==> src/rtl/sifh_frame_sequencer.sv <==
// Frame sequencer for the SiFH histogram builder: clear, coarse pass, peak latch,
// clear, fine pass, then hold the frame result until downstream accepts it.
module sifh_frame_sequencer #(
  parameter int unsigned DATA_NUM        = 2,
  parameter int unsigned PIXEL_NUM       = 4,
  parameter int unsigned ACQ_NUM         = 3,
  parameter int unsigned BIN_NUM_PER_HIS = 16,
  parameter int unsigned DRAIN_CYC       = 3,
  localparam int unsigned CLR_D = PIXEL_NUM * BIN_NUM_PER_HIS,
  localparam int unsigned PIX_W = (PIXEL_NUM > 1) ? $clog2(PIXEL_NUM) : 1,
  localparam int unsigned CLR_W = (CLR_D > 1) ? $clog2(CLR_D) : 1
) (
  input  logic             clk,
  input  logic             res,
  input  logic             start,
  input  logic             abort,
  input  logic             in_valid,
  output logic             in_ready,
  output logic             wr_en,
  output logic [PIX_W-1:0] pix_idx,
  output logic             pass_fine,
  output logic             clr_en,
  output logic [CLR_W-1:0] clr_addr,
  output logic             pk_latch,
  output logic             res_valid,
  input  logic             res_ready,
  output logic             busy,
  output logic [15:0]      frame_cnt
);

  localparam int unsigned IN_W  = (DATA_NUM > 1) ? $clog2(DATA_NUM) : 1;
  localparam int unsigned ACQ_W = (ACQ_NUM > 1) ? $clog2(ACQ_NUM) : 1;
  localparam int unsigned DRN_W = (DRAIN_CYC > 1) ? $clog2(DRAIN_CYC) : 1;

  typedef enum logic [2:0] {
    S_IDLE, S_CLEAR, S_ACQ, S_DRAIN, S_LATCH, S_DONE
  } state_t;

  state_t state_q, state_d;
  logic [IN_W-1:0]  in_cnt_q, in_cnt_d;
  logic [PIX_W-1:0] pix_q, pix_d;
  logic [ACQ_W-1:0] acq_q, acq_d;
  logic [DRN_W-1:0] drn_q, drn_d;
  logic [CLR_W-1:0] clr_addr_q, clr_addr_d;
  logic [15:0]      frame_cnt_q, frame_cnt_d;
  logic in_ready_q, in_ready_d;
  logic pass_fine_q, pass_fine_d;
  logic clr_en_q, clr_en_d;
  logic pk_latch_q, pk_latch_d;
  logic res_valid_q, res_valid_d;
  logic busy_q, busy_d;
  logic wr_en_c;

  // A write happens whenever the registered ready meets a live sample.
  assign wr_en_c = in_valid & in_ready_q;

  // Next-state and registered-output logic.
  always_comb begin
    state_d     = state_q;
    in_cnt_d    = in_cnt_q;
    pix_d       = pix_q;
    acq_d       = acq_q;
    drn_d       = drn_q;
    clr_addr_d  = clr_addr_q;
    frame_cnt_d = frame_cnt_q;
    pass_fine_d = pass_fine_q;
    in_ready_d  = 1'b0;
    clr_en_d    = 1'b0;
    pk_latch_d  = 1'b0;
    res_valid_d = 1'b0;

    case (state_q)
      S_IDLE: begin
        if (start) begin
          state_d     = S_CLEAR;
          clr_en_d    = 1'b1;
          clr_addr_d  = '0;
          pass_fine_d = 1'b0;
        end
      end
      S_CLEAR: begin
        if (clr_addr_q == CLR_W'(CLR_D - 1)) begin
          state_d    = S_ACQ;
          in_ready_d = 1'b1;
          clr_addr_d = '0;
        end else begin
          clr_en_d   = 1'b1;
          clr_addr_d = clr_addr_q + CLR_W'(1);
        end
      end
      S_ACQ: begin
        in_ready_d = 1'b1;
        if (wr_en_c) begin
          if (in_cnt_q == IN_W'(DATA_NUM - 1)) begin
            in_cnt_d = '0;
            if (pix_q == PIX_W'(PIXEL_NUM - 1)) begin
              pix_d = '0;
              if (acq_q == ACQ_W'(ACQ_NUM - 1)) begin
                acq_d      = '0;
                drn_d      = '0;
                in_ready_d = 1'b0;
                state_d    = S_DRAIN;
              end else begin
                acq_d = acq_q + ACQ_W'(1);
              end
            end else begin
              pix_d = pix_q + PIX_W'(1);
            end
          end else begin
            in_cnt_d = in_cnt_q + IN_W'(1);
          end
        end
      end
      S_DRAIN: begin
        if (drn_q == DRN_W'(DRAIN_CYC - 1)) begin
          drn_d = '0;
          if (pass_fine_q) begin
            state_d     = S_DONE;
            res_valid_d = 1'b1;
          end else begin
            state_d    = S_LATCH;
            pk_latch_d = 1'b1;
          end
        end else begin
          drn_d = drn_q + DRN_W'(1);
        end
      end
      S_LATCH: begin
        pass_fine_d = 1'b1;
        in_cnt_d    = '0;
        pix_d       = '0;
        acq_d       = '0;
        drn_d       = '0;
        clr_addr_d  = '0;
        clr_en_d    = 1'b1;
        state_d     = S_CLEAR;
      end
      S_DONE: begin
        if (res_ready) begin
          frame_cnt_d = frame_cnt_q + 16'd1;
          pass_fine_d = 1'b0;
          state_d     = S_IDLE;
        end else begin
          res_valid_d = 1'b1;
        end
      end
      default: state_d = S_IDLE;
    endcase

    if (abort) begin
      state_d     = S_IDLE;
      in_cnt_d    = '0;
      pix_d       = '0;
      acq_d       = '0;
      drn_d       = '0;
      clr_addr_d  = '0;
      frame_cnt_d = frame_cnt_q;
      pass_fine_d = 1'b0;
      in_ready_d  = 1'b0;
      clr_en_d    = 1'b0;
      pk_latch_d  = 1'b0;
      res_valid_d = 1'b0;
    end

    busy_d = (state_d != S_IDLE);
  end

  // State and output registers with synchronous reset.
  always_ff @(posedge clk) begin
    if (res) begin
      state_q     <= S_IDLE;
      in_cnt_q    <= '0;
      pix_q       <= '0;
      acq_q       <= '0;
      drn_q       <= '0;
      clr_addr_q  <= '0;
      frame_cnt_q <= '0;
      in_ready_q  <= 1'b0;
      pass_fine_q <= 1'b0;
      clr_en_q    <= 1'b0;
      pk_latch_q  <= 1'b0;
      res_valid_q <= 1'b0;
      busy_q      <= 1'b0;
    end else begin
      state_q     <= state_d;
      in_cnt_q    <= in_cnt_d;
      pix_q       <= pix_d;
      acq_q       <= acq_d;
      drn_q       <= drn_d;
      clr_addr_q  <= clr_addr_d;
      frame_cnt_q <= frame_cnt_d;
      in_ready_q  <= in_ready_d;
      pass_fine_q <= pass_fine_d;
      clr_en_q    <= clr_en_d;
      pk_latch_q  <= pk_latch_d;
      res_valid_q <= res_valid_d;
      busy_q      <= busy_d;
    end
  end

  assign in_ready  = in_ready_q;
  assign wr_en     = wr_en_c;
  assign pix_idx   = pix_q;
  assign pass_fine = pass_fine_q;
  assign clr_en    = clr_en_q;
  assign clr_addr  = clr_addr_q;
  assign pk_latch  = pk_latch_q;
  assign res_valid = res_valid_q;
  assign busy      = busy_q;
  assign frame_cnt = frame_cnt_q;

endmodule
==> config.mk <==
export PLATFORM = sky130hd
export DESIGN_NAME = sifh_frame_sequencer
export DESIGN_NICKNAME = d
export VERILOG_FILES = /design/src/rtl/sifh_frame_sequencer.sv
export SDC_FILE = /design/constraint.sdc
export NUM_CORES = 1
export LEC_CHECK = 0
export CORE_MARGIN = 5
export CORE_UTILIZATION = 50
export DETAILED_ROUTE_END_ITERATION = 10
export HOLD_SLACK_MARGIN = 0.06
export PLACE_DENSITY = 0.78
export RECOVER_POWER = 50
export SLEW_MARGIN = 20
export SYNTH_ARGS = -nofsm -noshare
export SYNTH_HDL_FRONTEND = slang
export SYNTH_SLANG_ARGS = --single-unit
==> constraint.sdc <==
create_clock -name clk -period 2.15 [get_ports clk]
set_input_delay 0.215 -clock clk [delete_from_list [all_inputs] [get_ports clk]]
set_output_delay 0.215 -clock clk [all_outputs]
set_load 0.02 [all_outputs]
# Word level (Yosys, flattened, before mapping)
# Cells that the tools add are included.
dict set report totals {
  regBits 38
  inputBits 6
  elab_cells 102
}
dict set report classes {
  add_sub_neg 6
  eq_ne 15
  muxes 49
  n_bitwise 4
  reduce_logical 15
}
# cell n
set op_table {}
lappend op_table {{3-bit two-way mux} 9}
lappend op_table {{2-bit two-way mux} 12}
lappend op_table {{3-bit one-hot mux with 6 select lines} 1}
lappend op_table {{6-bit one-hot mux with 3 select lines} 1}
lappend op_table {{16-bit by 1-bit adder with 16-bit output, second input constant} 1}
lappend op_table {{1-bit two-way mux} 16}
lappend op_table {{6-bit two-way mux} 2}
lappend op_table {{2-bit inequality test, second input constant} 6}
lappend op_table {{3-bit nonzero test} 4}
lappend op_table {{3-bit AND reduction} 3}
lappend op_table {{2-bit one-hot mux with 2 select lines} 2}
lappend op_table {{2-bit by 1-bit adder with 2-bit output, second input constant} 3}
lappend op_table {{6-bit by 1-bit adder with 6-bit output, second input constant} 1}
lappend op_table {{2-bit equality test, second input constant} 3}
lappend op_table {{3-bit by 2-bit equality test with 1-bit output, second input constant} 2}
lappend op_table {{3-bit equality test, second input constant} 2}
lappend op_table {{6-bit equality test, second input constant} 1}
lappend op_table {{1-bit one-hot mux with 2 select lines} 3}
lappend op_table {{1-bit one-hot mux with 3 select lines} 2}
lappend op_table {{2-bit one-hot mux with 3 select lines} 1}
lappend op_table {{5-bit AND reduction} 1}
lappend op_table {{2-bit AND reduction} 2}
lappend op_table {{4-bit AND reduction} 1}
lappend op_table {{4-bit OR reduction} 1}
lappend op_table {{7 further kinds} 9}

# Depth between registers and ports, before layout
dict set report logic_depth {
  ltp_word 8
  depth_mapped 5
  mapped_depth_nobuf 5
}

# Worst setup path after synthesis
# Ideal clock, no wire load.
dict set report synth_timing {
  path_type {register to register}
  start {reg frame_cnt_q[2], in the netlist frame_cnt[2]}
  end {reg frame_cnt_q[13], in the netlist frame_cnt[13]}
  arrival_time_ns 1.634
  required_time_ns 2.027
  path_slack_ns 0.393
  stages_incl_launch_ff 5
  path_buffers 0
  synth_period_minus_slack_ns 1.757
  path_cell_list {dfxtp_1 > nand4b_2 > nor4_4 > nand4_1 > mux2_1}
}
dict set report synth_between {
  elab_chain_len 1
}
# item line
set synth_rtl {}
lappend synth_rtl {{start: declaration} 45} ;# logic [15:0] frame_cnt_q, frame_cnt_d;
lappend synth_rtl {{start signal: assignment} 191} ;# frame_cnt_q <= frame_cnt_d;
lappend synth_rtl {{16-bit by 1-bit adder with 16-bit output} 140} ;# frame_cnt_d = frame_cnt_q + 16'd1;
# Every way passes these cells.
# A chain may end at the register's enable or synchronous reset.

# Worst setup path in the final report
dict set report layout_timing {
  start {reg state_q[0]}
  end {reg frame_cnt_q[12], in the netlist frame_cnt[12]}
}
dict set report layout_between {
  elab_chain_len 2
}
# item line
set layout_rtl {}
lappend layout_rtl {{start: declaration} 39} ;# state_t state_q, state_d;
lappend layout_rtl {{start signal: assignment} 185} ;# state_q <= state_d;
lappend layout_rtl {{3-bit equality test} 72} ;# case (state_q)
lappend layout_rtl {{3-bit AND reduction (no source line)} --}
# Every way passes these cells.

==> flow_summary.yaml <==
run_status:
  status: "finished clean"
global_routing:
  use_met3: 0.0440
  grt_max_degree: 21
  use_met2: 0.288
  antenna_found_initial: 0
  grt-ovfl-total: 0
  grt_pass1_wl_um: 7130
  first_global_vias: 1623
  grt.busiest_layer: "met2"
  grt_usage: 0.171
  met1_usage: 0.214
power:
  switching_share: 0.226
  p_leak_uw: 0.000948
  ir_drop_uv: 380
  powerDensity_nw_per_um2: 533
  p_sw_uw: 291
  clkPwrFrac: 0.393
  seq_power_share: 0.554
  p_int_uw: 993
  pwr-share-comb: 0.054
synth:
  synth_seq_cells: 38
  synthTopCellsByCount: "dfxtp_1, nor2_1, nand2_1, a21oi_1"
  async_flop_share: 0
  syn_nets: 229
  yosysTopAreaCell: "dfxtp_1"
  synth_top_area_frac: 0.406
  synth-edff-count: 0
  ys.flop_type: "dfxtp_1"
  ys_warn_count: 0
  yosysMostFrequentCell: "dfxtp_1"
  synth.area.top_cells: "dfxtp_1, nor2_1, xnor2_1"
  ys_types: 46
  postSynthCellCount: 220
  synth_seq_area_share: 0.406
  netlist_area_um2: 1870
  syn_area_per_cell_um2: 8.51
setup_path:
  cp.required_ps: 2330
  cp-start-kind: "flip-flop"
  endpoint_kind: "flip-flop"
  arrival_ps: 2060
  critical_path.max_fanout: 12
  crit_type: "reg2reg"
  r2r_cells: 4
cells_and_area:
  nets: 271
  antenna_cells: 0
  multiInputGateArea_um2: 1050
  fillerInstances: 327
  seqCellArea_um2: 761
  drive_gt1_frac: 0.0989
  area_delta_synth_final_pct: 28.5
place:
  port_buffers: 36
  place_congestion: 0.820
  preCtsSetupSlack_ps: 145
  hpwl_um: 3100
timing:
  timing.final.ws_setup_ps: 265
  fin_skew_ps: 5.86
  tns_ps: 0
  fin_crit_ps: 1890
  slew_violations: 0
  tightest_slew_ps: 429
  fin_crit_sh: 0.877
  finalSetupViolations: 0
  max_slew_margin: 0.711
  final_hold_viol_count: 0
  rsz0062_at_grt: "false"
  fmax_mhz: 530
drt:
  drc: 0
  drt-pass1-iter-count: 4
  wirelength_um: 4120
  drt_iter0_drc: 111
  viasPerCell: 5.42
  post_drt_wl_per_cell_um: 13.2
  ant_nets: 0
  vias: 1686
die:
  rows: 22
  core_area_um2: 3630
  dieArea_um2: 5070
  die_h_um: 71.2
  start_util: 0.515
  io_pins: 37
  die_x_um: 71.2
clocking:
  htreeDepth: 2
  cts_hold_buffers: 0
  clk_pin_slew_ps: 70
  cts-buffers-inserted: 5
  post-cts-setup-buffer-count: 0
  clock-sinks: 38
  clk_path_buf_depth: 2
  postCtsResizedCells: 0
  cts_root_buf: "clkbuf_8"
  cts_tree: "yes"
  clock_latency_ps: 290
flow_run:
  max_cap_violations: 0
hold_path:
  hold_class: "reg2reg"
  whs_path_depth: 2
==> logic make-up (layout without fill, tap and decap cells) <==
kind of cell / Yosys count / in the layout / synth area share
xor gates and xnor gates: 12 / 12 / 0.0561
AOI/OAI and AO/OA: 44 / 44 / 0.155
muxes: 4 / 4 / 0.0234
DFF: 38 / 38 / 0.406
adders and majority gates: 3 / 3 / 0.0200
buffers and inverters: 15 / 58 / 0.0321
and+or+nand+nor: 104 / 104 / 0.307
==> path summary, 6_finish.rpt <==
kind / from / to / slack (ps)
setup / recovery: state_q[0] / frame_cnt[12] / 260
hold / removal: pix_idx[1] / pix_idx[1] / 500
setup reg to reg: state_q[0] / frame_cnt[12] / 260
hold reg to reg: pix_idx[1] / pix_idx[1] / 500
==> worst max-delay path, stage by stage, from the launching register on <==
cell,delay [ps]
dfxtp_1,530
nand2b_1,320
nor4_4,490
nand3_1,150
mux2_2,290
==> power groups by stage <==
| stage | Sequential [uW] | Combinational [uW] | Clock [uW] |
|---|---|---|---|
| after detailed placement | 727 | 69.7 | 0 |
| after CTS | 711 | 70.1 | 522 |
| after global placement | 727 | 69.1 | 0 |
| after global routing | 712 | 76.6 | 545 |
| after floorplan | 729 | 37.8 | 0 |
| final | 711 | 68.9 | 504 |
==> cell type report <==
| class | count | share of cell area |
|---|---|---|
| clock inverter | 2 | 0.00520 |
| sequential | 38 | 0.316 |
| tap | 48 | 0.0249 |
| timing repair buffer | 45 | 0.175 |
| clock buffer | 6 | 0.0343 |
| inverter | 5 | 0.00780 |
| multi-input combinational | 167 | 0.437 |
==> layer usage <==
layer | vias up | share of wire | routed length, um
li1 | 875 | - | -
met1 | 775 | 0.46 | 1880
met2 | 34 | 0.49 | 2010
met4 | 0 | 0.0066 | 27
met3 | 2 | 0.049 | 201
met5 | - | 0 | 0
==> stage by stage <==
step           hold slack, ps  utilization  cells  area [um^2]  total power (uW)
2_1_floorplan             412            -    220         1870               767
3_3_place_gp              483        0.638    303         2320               796
3_5_place_dp              488        0.638    303         2320               797
4_1_cts                   500        0.665    311         2410              1300
5_1_grt                   530        0.663    311         2410              1330
6_report                  497        0.663    311         2410              1280
==> state kept, by name, summed over array words and instances (netlist names), 2 cells and up <==
register	cells
frame_cnt	16
clr_addr	6
state_q	3
acq_q	2
drn_q	2
pix_idx	2
==> layout by cell type (no fill, tap or decap), drive strengths merged, types with 2 or more instances in the layout <==
cell type      count
nand2b             5
clkdlybuf4s50     18
dlygate4sd3       18
and4               2
o211ai             3
nor2              26
ha                 3
nand4              8
o21ai              6
and2               4
xor2               3
a21oi             15
dfxtp             38
xnor2              9
nor4               5
and3               3
mux2               3
a211oi             2
nand3              9
a31o               3
nand4b             3
a21bo              2
o22ai              3
nor2b              7
nor3               7
nand2             18
inv                5
buf                7
o31ai              2
clkbuf             8
nand3b             3
(Power assumes the default switching activity.)
